<file path="src/rtl/cpu_types_pkg.sv">
// Shared CPU types: datapath widths, memory-stage FSM states and
// write-back source encodings.
package cpu_types_pkg;

    typedef logic [31:0] word_t;
    typedef logic [4:0]  regbits_t;
    typedef logic [2:0]  regsel_t;

    typedef enum logic [1:0] {
        IDLE = 2'd0,
        REQ  = 2'd1,
        DONE = 2'd2
    } memstate_t;

    localparam regsel_t WB_ALU  = 3'd0;
    localparam regsel_t WB_LOAD = 3'd1;
    localparam regsel_t WB_NPC  = 3'd2;
    localparam regsel_t WB_LUI  = 3'd3;

endpackage

</file>
<file path="src/rtl/mem_req_fsm.sv">
// Data-cache request sequencer: IDLE/REQ/DONE state, request strobes,
// stall generation and the buffer that keeps load data after dhit.
module mem_req_fsm
    import cpu_types_pkg::*;
(
    input  logic  clk,
    input  logic  rst_n,
    input  logic  flush,
    input  logic  memen,
    input  logic  req_start,   // incoming instruction accesses memory
    input  logic  dren_lat,
    input  logic  dwen_lat,
    input  logic  dhit,
    input  word_t dmemload,
    output logic  req_active,
    output logic  dmemREN,
    output logic  dmemWEN,
    output logic  mem_stall,
    output word_t load_data
);

    memstate_t state_reg, state_next;
    word_t     loadbuf_reg, loadbuf_next;

    // State and load buffer registers
    always_ff @(posedge clk or negedge rst_n) begin
        if (!rst_n) begin
            state_reg   <= IDLE;
            loadbuf_reg <= '0;
        end else begin
            state_reg   <= state_next;
            loadbuf_reg <= loadbuf_next;
        end
    end

    // Next state: flush beats memen, memen beats completion; dhit outside REQ is ignored
    always_comb begin
        state_next   = state_reg;
        loadbuf_next = loadbuf_reg;
        if (flush) begin
            state_next   = IDLE;
            loadbuf_next = '0;
        end else begin
            if (state_reg == REQ && dhit)
                loadbuf_next = dmemload;
            if (memen)
                state_next = req_start ? REQ : IDLE;
            else if (state_reg == REQ && dhit)
                state_next = DONE;
        end
    end

    // Request strobes; a simultaneous read+write is issued as a write only
    always_comb begin
        req_active = (state_reg == REQ);
        dmemWEN    = req_active & dwen_lat;
        dmemREN    = req_active & dren_lat & ~dwen_lat;
        mem_stall  = req_active & ~dhit;
        load_data  = '0;
        if (req_active && dhit)
            load_data = dmemload;
        else if (state_reg == DONE)
            load_data = loadbuf_reg;
    end

endmodule

</file>
<file path="src/rtl/mem_stage.sv">
// EX/MEM pipeline latch and data-memory access stage.
// Optional forwarding taps are enabled by defining MEMSTAGE_FWD_EN.
module mem_stage
    import cpu_types_pkg::*;
(
    input  logic     CLK,
    input  logic     nRST,
    input  logic     memen,
    input  logic     flush,
    input  word_t    ALUOut,
    input  word_t    dmemstore,
    input  word_t    nPC,
    input  word_t    lui,
    input  logic     dREN,
    input  logic     dWEN,
    input  logic     regWr,
    input  logic     halt,
    input  regsel_t  regSel,
    input  regbits_t regDst,
    input  logic     dhit,
    input  word_t    dmemload,
    output logic     dmemREN,
    output logic     dmemWEN,
    output word_t    dmemaddr,
    output word_t    dmemstore_out,
    output logic     mem_stall,
    output word_t    wbData,
    output logic     regWr_out,
    output logic     halt_out,
    output regbits_t regDst_out,
    output logic     fwdValid,
    output regbits_t fwdReg,
    output word_t    fwdData
);

    word_t    alu_reg, store_reg, npc_reg, lui_reg;
    logic     dren_reg, dwen_reg, regwr_reg, halt_reg;
    regsel_t  regsel_reg;
    regbits_t regdst_reg;
    logic     req_active;
    word_t    load_data;

    // EX/MEM latch: flush inserts a bubble, memen captures, otherwise hold
    always_ff @(posedge CLK or negedge nRST) begin
        if (!nRST) begin
            alu_reg    <= '0;
            store_reg  <= '0;
            npc_reg    <= '0;
            lui_reg    <= '0;
            dren_reg   <= 1'b0;
            dwen_reg   <= 1'b0;
            regwr_reg  <= 1'b0;
            regsel_reg <= WB_ALU;
            regdst_reg <= '0;
        end else if (flush) begin
            alu_reg    <= '0;
            store_reg  <= '0;
            npc_reg    <= '0;
            lui_reg    <= '0;
            dren_reg   <= 1'b0;
            dwen_reg   <= 1'b0;
            regwr_reg  <= 1'b0;
            regsel_reg <= WB_ALU;
            regdst_reg <= '0;
        end else if (memen) begin
            alu_reg    <= ALUOut;
            store_reg  <= dmemstore;
            npc_reg    <= nPC;
            lui_reg    <= lui;
            dren_reg   <= dREN;
            dwen_reg   <= dWEN;
            regwr_reg  <= regWr;
            regsel_reg <= regSel;
            regdst_reg <= regDst;
        end
    end

    // Halt is sticky once a halting instruction is latched; only reset clears it
    always_ff @(posedge CLK or negedge nRST) begin
        if (!nRST)
            halt_reg <= 1'b0;
        else if (!flush && memen && halt)
            halt_reg <= 1'b1;
    end

    mem_req_fsm u_req_fsm (
        .clk        (CLK),
        .rst_n      (nRST),
        .flush      (flush),
        .memen      (memen),
        .req_start  (dREN | dWEN),
        .dren_lat   (dren_reg),
        .dwen_lat   (dwen_reg),
        .dhit       (dhit),
        .dmemload   (dmemload),
        .req_active (req_active),
        .dmemREN    (dmemREN),
        .dmemWEN    (dmemWEN),
        .mem_stall  (mem_stall),
        .load_data  (load_data)
    );

    // Address and store data are only driven while a request is outstanding
    always_comb begin
        dmemaddr      = req_active ? alu_reg   : '0;
        dmemstore_out = req_active ? store_reg : '0;
    end

    // Write-back source select; unused encodings fall back to the ALU result
    always_comb begin
        case (regsel_reg)
            WB_ALU:  wbData = alu_reg;
            WB_LOAD: wbData = load_data;
            WB_NPC:  wbData = npc_reg;
            WB_LUI:  wbData = lui_reg;
            default: wbData = alu_reg;
        endcase
    end

    assign regWr_out  = regwr_reg;
    assign regDst_out = regdst_reg;
    assign halt_out   = halt_reg;

`ifdef MEMSTAGE_FWD_EN
    // Forwarding tap is only trustworthy once the access has completed
    always_comb begin
        fwdValid = regwr_reg & (regdst_reg != '0) & ~mem_stall;
        fwdReg   = regdst_reg;
        fwdData  = wbData;
    end
`else
    // Without taps the forwarding unit must stall on every hazard
    always_comb begin
        fwdValid = 1'b0;
        fwdReg   = '0;
        fwdData  = '0;
    end
`endif

endmodule
</file>
<file path="config.mk">
export PLATFORM = sky130hd
export DESIGN_NAME = mem_stage
export DESIGN_NICKNAME = d
export VERILOG_FILES = /design/src/rtl/cpu_types_pkg.sv /design/src/rtl/mem_req_fsm.sv /design/src/rtl/mem_stage.sv
export SDC_FILE = /design/constraint.sdc
export NUM_CORES = 1
export LEC_CHECK = 0
export CELL_PAD_IN_SITES_DETAIL_PLACEMENT = 1
export CELL_PAD_IN_SITES_GLOBAL_PLACEMENT = 2
export CORE_MARGIN = 2
export CORE_UTILIZATION = 30
export CTS_CLUSTER_DIAMETER = 150
export DETAILED_ROUTE_END_ITERATION = 8
export PLACE_DENSITY_LB_ADDON = 0.1
export SYNTH_ARGS = -nofsm -noshare
export SYNTH_HDL_FRONTEND = slang
export SYNTH_HIERARCHICAL = 1
export SYNTH_SLANG_ARGS = --single-unit
</file>
<file path="constraint.sdc">
create_clock -name CLK -period 2.2 [get_ports CLK]
set_input_delay 0.33 -clock CLK [delete_from_list [all_inputs] [get_ports CLK]]
set_output_delay 0.33 -clock CLK [all_outputs]
set_load 0.01 [all_outputs]
</file>
=== After elaboration in Yosys (flattened, before gate mapping) ===
Cells that the tools add are included.

* RAM bits: 0
* Memories kept: 0
* Memory bits (read-only): 0
* Input port bits: 177
* Output and inout port bits: 144
* Latch bits: 0
* Logic and storage cells: 60
* Bits in registers: 174

* Multipliers: 0
* Add/sub/neg operators: 0
* Divide/modulo/power cells: 0
* Shift operators: 0
* Bitwise gates (word level): 7
* Muxes and demuxes: 29
* Order comparisons: 0
* Eq/ne operators: 5
* Reductions and logical operators: 7

{| class="wikitable"
|+ Operator list
! cell !! number
|-
| $mux W32 || 14
|-
| $pmux W32 S3 || 1
|-
| $mux W5 || 2
|-
| $mux W1 || 7
|-
| $eq A3 B2 Y1 const B || 2
|-
| $mux W2 || 3
|-
| $mux W3 || 2
|-
| $and A1 B1 Y1 || 4
|-
| $reduce_bool A2 Y1 || 2
|-
| $eq A3 B1 Y1 const B || 1
|-
| $logic_and A1 B1 Y1 || 3
|-
| $reduce_bool A3 Y1 || 1
|-
| $eq A2 B1 Y1 const B || 1
|-
| $eq A2 B2 Y1 const B || 1
|-
| $not A1 Y1 || 2
|-
| $logic_not A1 Y1 || 1
|-
| $or A1 B1 Y1 || 1
|}

=== Logic depth before layout (Yosys ltp) ===
* Depth after elaboration: 5
* Depth in mapped cells: 7
* Depth with buffers taken out: 5

=== Cells and area by module ===
Netlist, hierarchy kept.

{| class="wikitable"
|+ By module, submodules not included
! module !! times used !! seq. area each (sq um) !! cells each !! area an instance (sq um)
|-
| mem_stage || 1 || 3503.4 || 747 || 7641.1
|-
| mem_req_fsm || 1 || 850.8 || 222 || 1896.8
|}

=== Worst setup path before layout ===
Ideal clock, no wire load.

* Path type: flip-flop to output port
* From: register u_req_fsm.state_reg[1]
* To: output port wbData[28]
* Cell stages (with the launch flop): 8
* Required time: 1870 ps
* Arrival: 1318 ps
* Slack: 552 ps
* Buffers on the path: 2
* Path through: dfrtp_1 > and3b_1 > buf_6 > buf_12 > nand2_2 > nand2_1 > a21oi_1 > o21ai_0

* Cells in the longest elaborated chain, start to end: 4

{| class="wikitable"
|+ RTL lines
! item !! line !! RTL
|-
| from (decl) || mem_req_fsm.sv:22 || <nowiki>memstate_t state_reg, state_next;</nowiki>
|-
| from (signal assigned) || mem_req_fsm.sv:31 || <nowiki>state_reg <= state_next;</nowiki>
|-
| $eq A2 B2 Y1 / $eq A2 B1 Y1 (equally long branches) || mem_req_fsm.sv:62, mem_req_fsm.sv:55 ||
|-
| $mux W32 / $logic_and A1 B1 Y1 (equally long branches) || mem_req_fsm.sv:62, mem_req_fsm.sv:60 ||
|-
| $mux W32 (*) || mem_req_fsm.sv:60 || <nowiki>if (req_active && dhit)</nowiki>
|-
| via load_data[28] || mem_stage.sv:41 || <nowiki>word_t load_data;</nowiki>
|-
| $pmux W32 S3 (*) || mem_stage.sv:111 || <nowiki>case (regsel_reg)</nowiki>
|-
| to (decl) || mem_stage.sv:27 || <nowiki>output word_t wbData,</nowiki>
|}

The timed path passes the listed nets; every way through them passes the cells marked *.

=== Worst setup path in the final report ===
* From: register u_req_fsm.state_reg[1]
* To: output port wbData[17]

Same word-level chain as after synthesis.

==> metrics.md <==
| Metric | Value |
|---|---|
| Status | `finished, violations left` |
| Violations in the final reports | `negative setup slack` |
| Maximum root-to-sink buffer count | `2` |
| RSZ-0062 raised after global routing | `yes` |
| Worst Hold Margin | `0.2979 ns` |
| Yosys cell types | `29` |
| Finish-stage setup viols | `64` |
| Worst-path clk slew | `0.08 ns` |
| CTS tree | `done` |
| Latest clock arrival within the worst-skew pair | `0.44 ns` |
| Crit path max fanout | `5` |
| Routed len/inst | `20.32 µm` |
| Crit start category | `register` |
| Met2 Resource Use GR | `33.82%` |
| Post-synthesis cell count | `969` |
| Die area | `33240 µm²` |
| CTS root buf | `clkbuf_16` |
| DRC viols | `0` |
| Die height | `182.3 µm` |
| Vias in the first global route | `8396` |
| Most common cell on crit path | `nand2_2` |
| Seq/Total Area, Yosys | `45.65%` |
| Detailed Route WL | `34950 µm` |
| Slew Viols, Final | `0` |
| Vias per inst | `4.673` |
| Antenna violations before repair | `7` |
| Lkg Pwr | `0.006917 µW` |
| Crit end category | `output pin` |
| Crit Path Category | `reg -> out` |
| Met3 usage | `5.668%` |
| Tightest Pin Transition | `0.5183 ns` |
| CTS buffer count | `17` |
| Area delta synth->final | `49.95%` |
| DR iter-0 viols | `338` |
| I/O pin cnt | `321` |
| Initial Util | `30.38%` |
| ANT nets after route | `0` |
| Max_slew headroom | `65.45%` |
| Synth warnings | `6` |
| Fin crit period | `2.326 ns` |
| Peak Freq | `0.4299 GHz` |
| Clk sinks | `174` |
| Detailed-placement wirelength estimate | `23780 µm` |
| Maxcap violations | `0` |
| H-tree Lvls | `4` |
| Crit path arrival time | `2.00 ns` |
| Total grt overflow | `0` |
| Critical Path RT | `1.87 ns` |
| Worst VDD drop | `0.5163 mV` |
| Setup TNS Final | `-3.436 ns` |
| Gpl congestion | `0.7583` |
| Final Hold Viols | `0` |
| Cell Area, Synth | `9538 µm²` |
| Port Buffers | `282` |
| DIE WIDTH | `182.3 µm` |
| First-pass DRT Iterations | `4` |
| Critical Path, Cell by Cell | `and3b_2 > buf_6 > buf_16 > nand2_2 > nand2_2 > a21oi_2 > o21ai_1 > buf_2` |
| Met1 Track Usage GR | `28.83%` |
| First-pass GRT wire length | `52980 µm` |
| GRT busiest layer | `met2` |
| Final Power | `8277 µW` |
| # rows | `65` |
| Vias | `8037` |
| Largest net degree at the start of global routing | `53` |
| Syn avg cell area | `9.843 µm²` |
| Fillers | `3485` |
| FF+latch count, synth | `174` |
| Final Util | `45.56%` |
| Layout cells sized above 1 | `30.93%` |
| Gr usage total | `21.15%` |
| Hold WC Path Type | `in -> reg` |
| Final #Nets | `1480` |
| Crit share post-route | `105.7%` |
| Post-route setup slack | `-0.1259 ns` |
| Crit-path max cell delay | `0.43 ns` |
| Core Area | `31390 µm²` |
| PD cells | `578.7 nW/µm²` |
| Layout Skew | `0.009599 ns` |
| CP max-delay cell | `dfrtp_1` |
## where the power goes
| part | internal (µW) | switching (µW) |
|---|---|---|
| registers | 3360 | 116 |
| clock network | 1610 | 1480 |
| logic | 900 | 811 |
## metal layers
layer	wire length [µm]	vias up
li1	-	3819
met3	1923	30
met5	25	-
met4	437	4
met1	16450	3983
met2	16120	201
## worst paths after layout
| check | slack [ns] | start | to | cells past startpoint |
|---|---|---|---|---|
| max in group asynchronous | 1.08 | nRST | regsel_reg[0] | 3 |
| setup reg to reg | 0.76 | u_req_fsm/state_reg[1] | u_req_fsm/loadbuf_reg[12] | 6 |
| min in group asynchronous | 0.40 | nRST | regDst_out[2] | 2 |
| hold reg to reg | 0.49 | halt_out | halt_out | 1 |
| hold / removal | 0.30 | flush | alu_reg[19] | 2 |
| setup / recovery | -0.13 | u_req_fsm/state_reg[1] | wbData[17] | 8 |
## area by class of cell
type                       instances  area [µm²]  share of cell area [%]
multi-input combinational        718        4961                   34.69
tap                              402       503.0                   3.517
clock buffer                      18       429.2                   3.001
clock inverter                    14       148.9                   1.041
antenna                            2       5.005                 0.03499
timing repair buffer             392        3897                   27.25
sequential                       174        4358                   30.47
## layout by cell type, fill, tap and decap left out, types with 22 or more instances in the layout
cell type	instances
a21oi_2	45
a22oi_2	22
and2_1	55
buf_12	26
buf_2	74
buf_4	61
clkdlybuf4s50_1	180
conb_1	38
dfrtp_1	173
mux2_4	24
mux2i_1	139
nand2_1	74
nand2_2	42
nor2_1	139
nor2b_1	33
o21ai_1	32
## through the flow
stage	cell area, µm²	instances	setup WS (ns)
after floorplan	9677	1006	0.5518
after global placement	13100	1646	-0.3907
after detailed placement	13100	1646	-0.3852
after global routing	14300	1718	-0.2050
final	14300	1720	-0.1259
after CTS	13980	1708	-0.1593
## synthesized netlist by cell type, drive strengths merged
master	number	area, µm²
a21oi	66	442.9
a22oi	32	250.2
and2	65	406.6
and3b	2	17.52
buf	84	608.1
clkbuf	30	112.6
conb	1	3.750
dfrtp	174	4354
mux2	32	424.2
mux2i	139	1391
nand2	130	573.1
nand2b	1	6.260
nand3b	2	15.01
nor2	139	521.8
nor2b	37	231.5
nor3	1	5.000
o21ai	32	160.2
o21bai	1	7.510
or2	1	6.260
## logic make-up (layout without fill, tap and decap cells)
family / count (synthesis) / after routing / share of synthesized area, %
DFF: 174 / 174 / 45.65
buffers and inverters: 114 / 424 / 7.556
AOI/OAI and AO/OA: 131 / 131 / 9.025
and+or+nand+nor: 378 / 378 / 18.69
other: 1 / 40 / 0.03932
muxes: 171 / 171 / 19.03
## worst max-delay path, delay by kind of cell (launching register included)
family	cells	cell delay (ns)
and+or+nand+nor	3	0.47
DFF	1	0.43
buffers and inverters	3	0.46
AOI/OAI and AO/OA	2	0.19
## what timing repair did
item	CTS	global route
endpoints found under the hold margin	49	0
setup buffers	21	11
pin swaps	23	22
resized for setup	470	58
gates cloned	8	2
hold buffers	1	0
setup endpoints to repair	99	85
(Power assumes the default switching activity.)
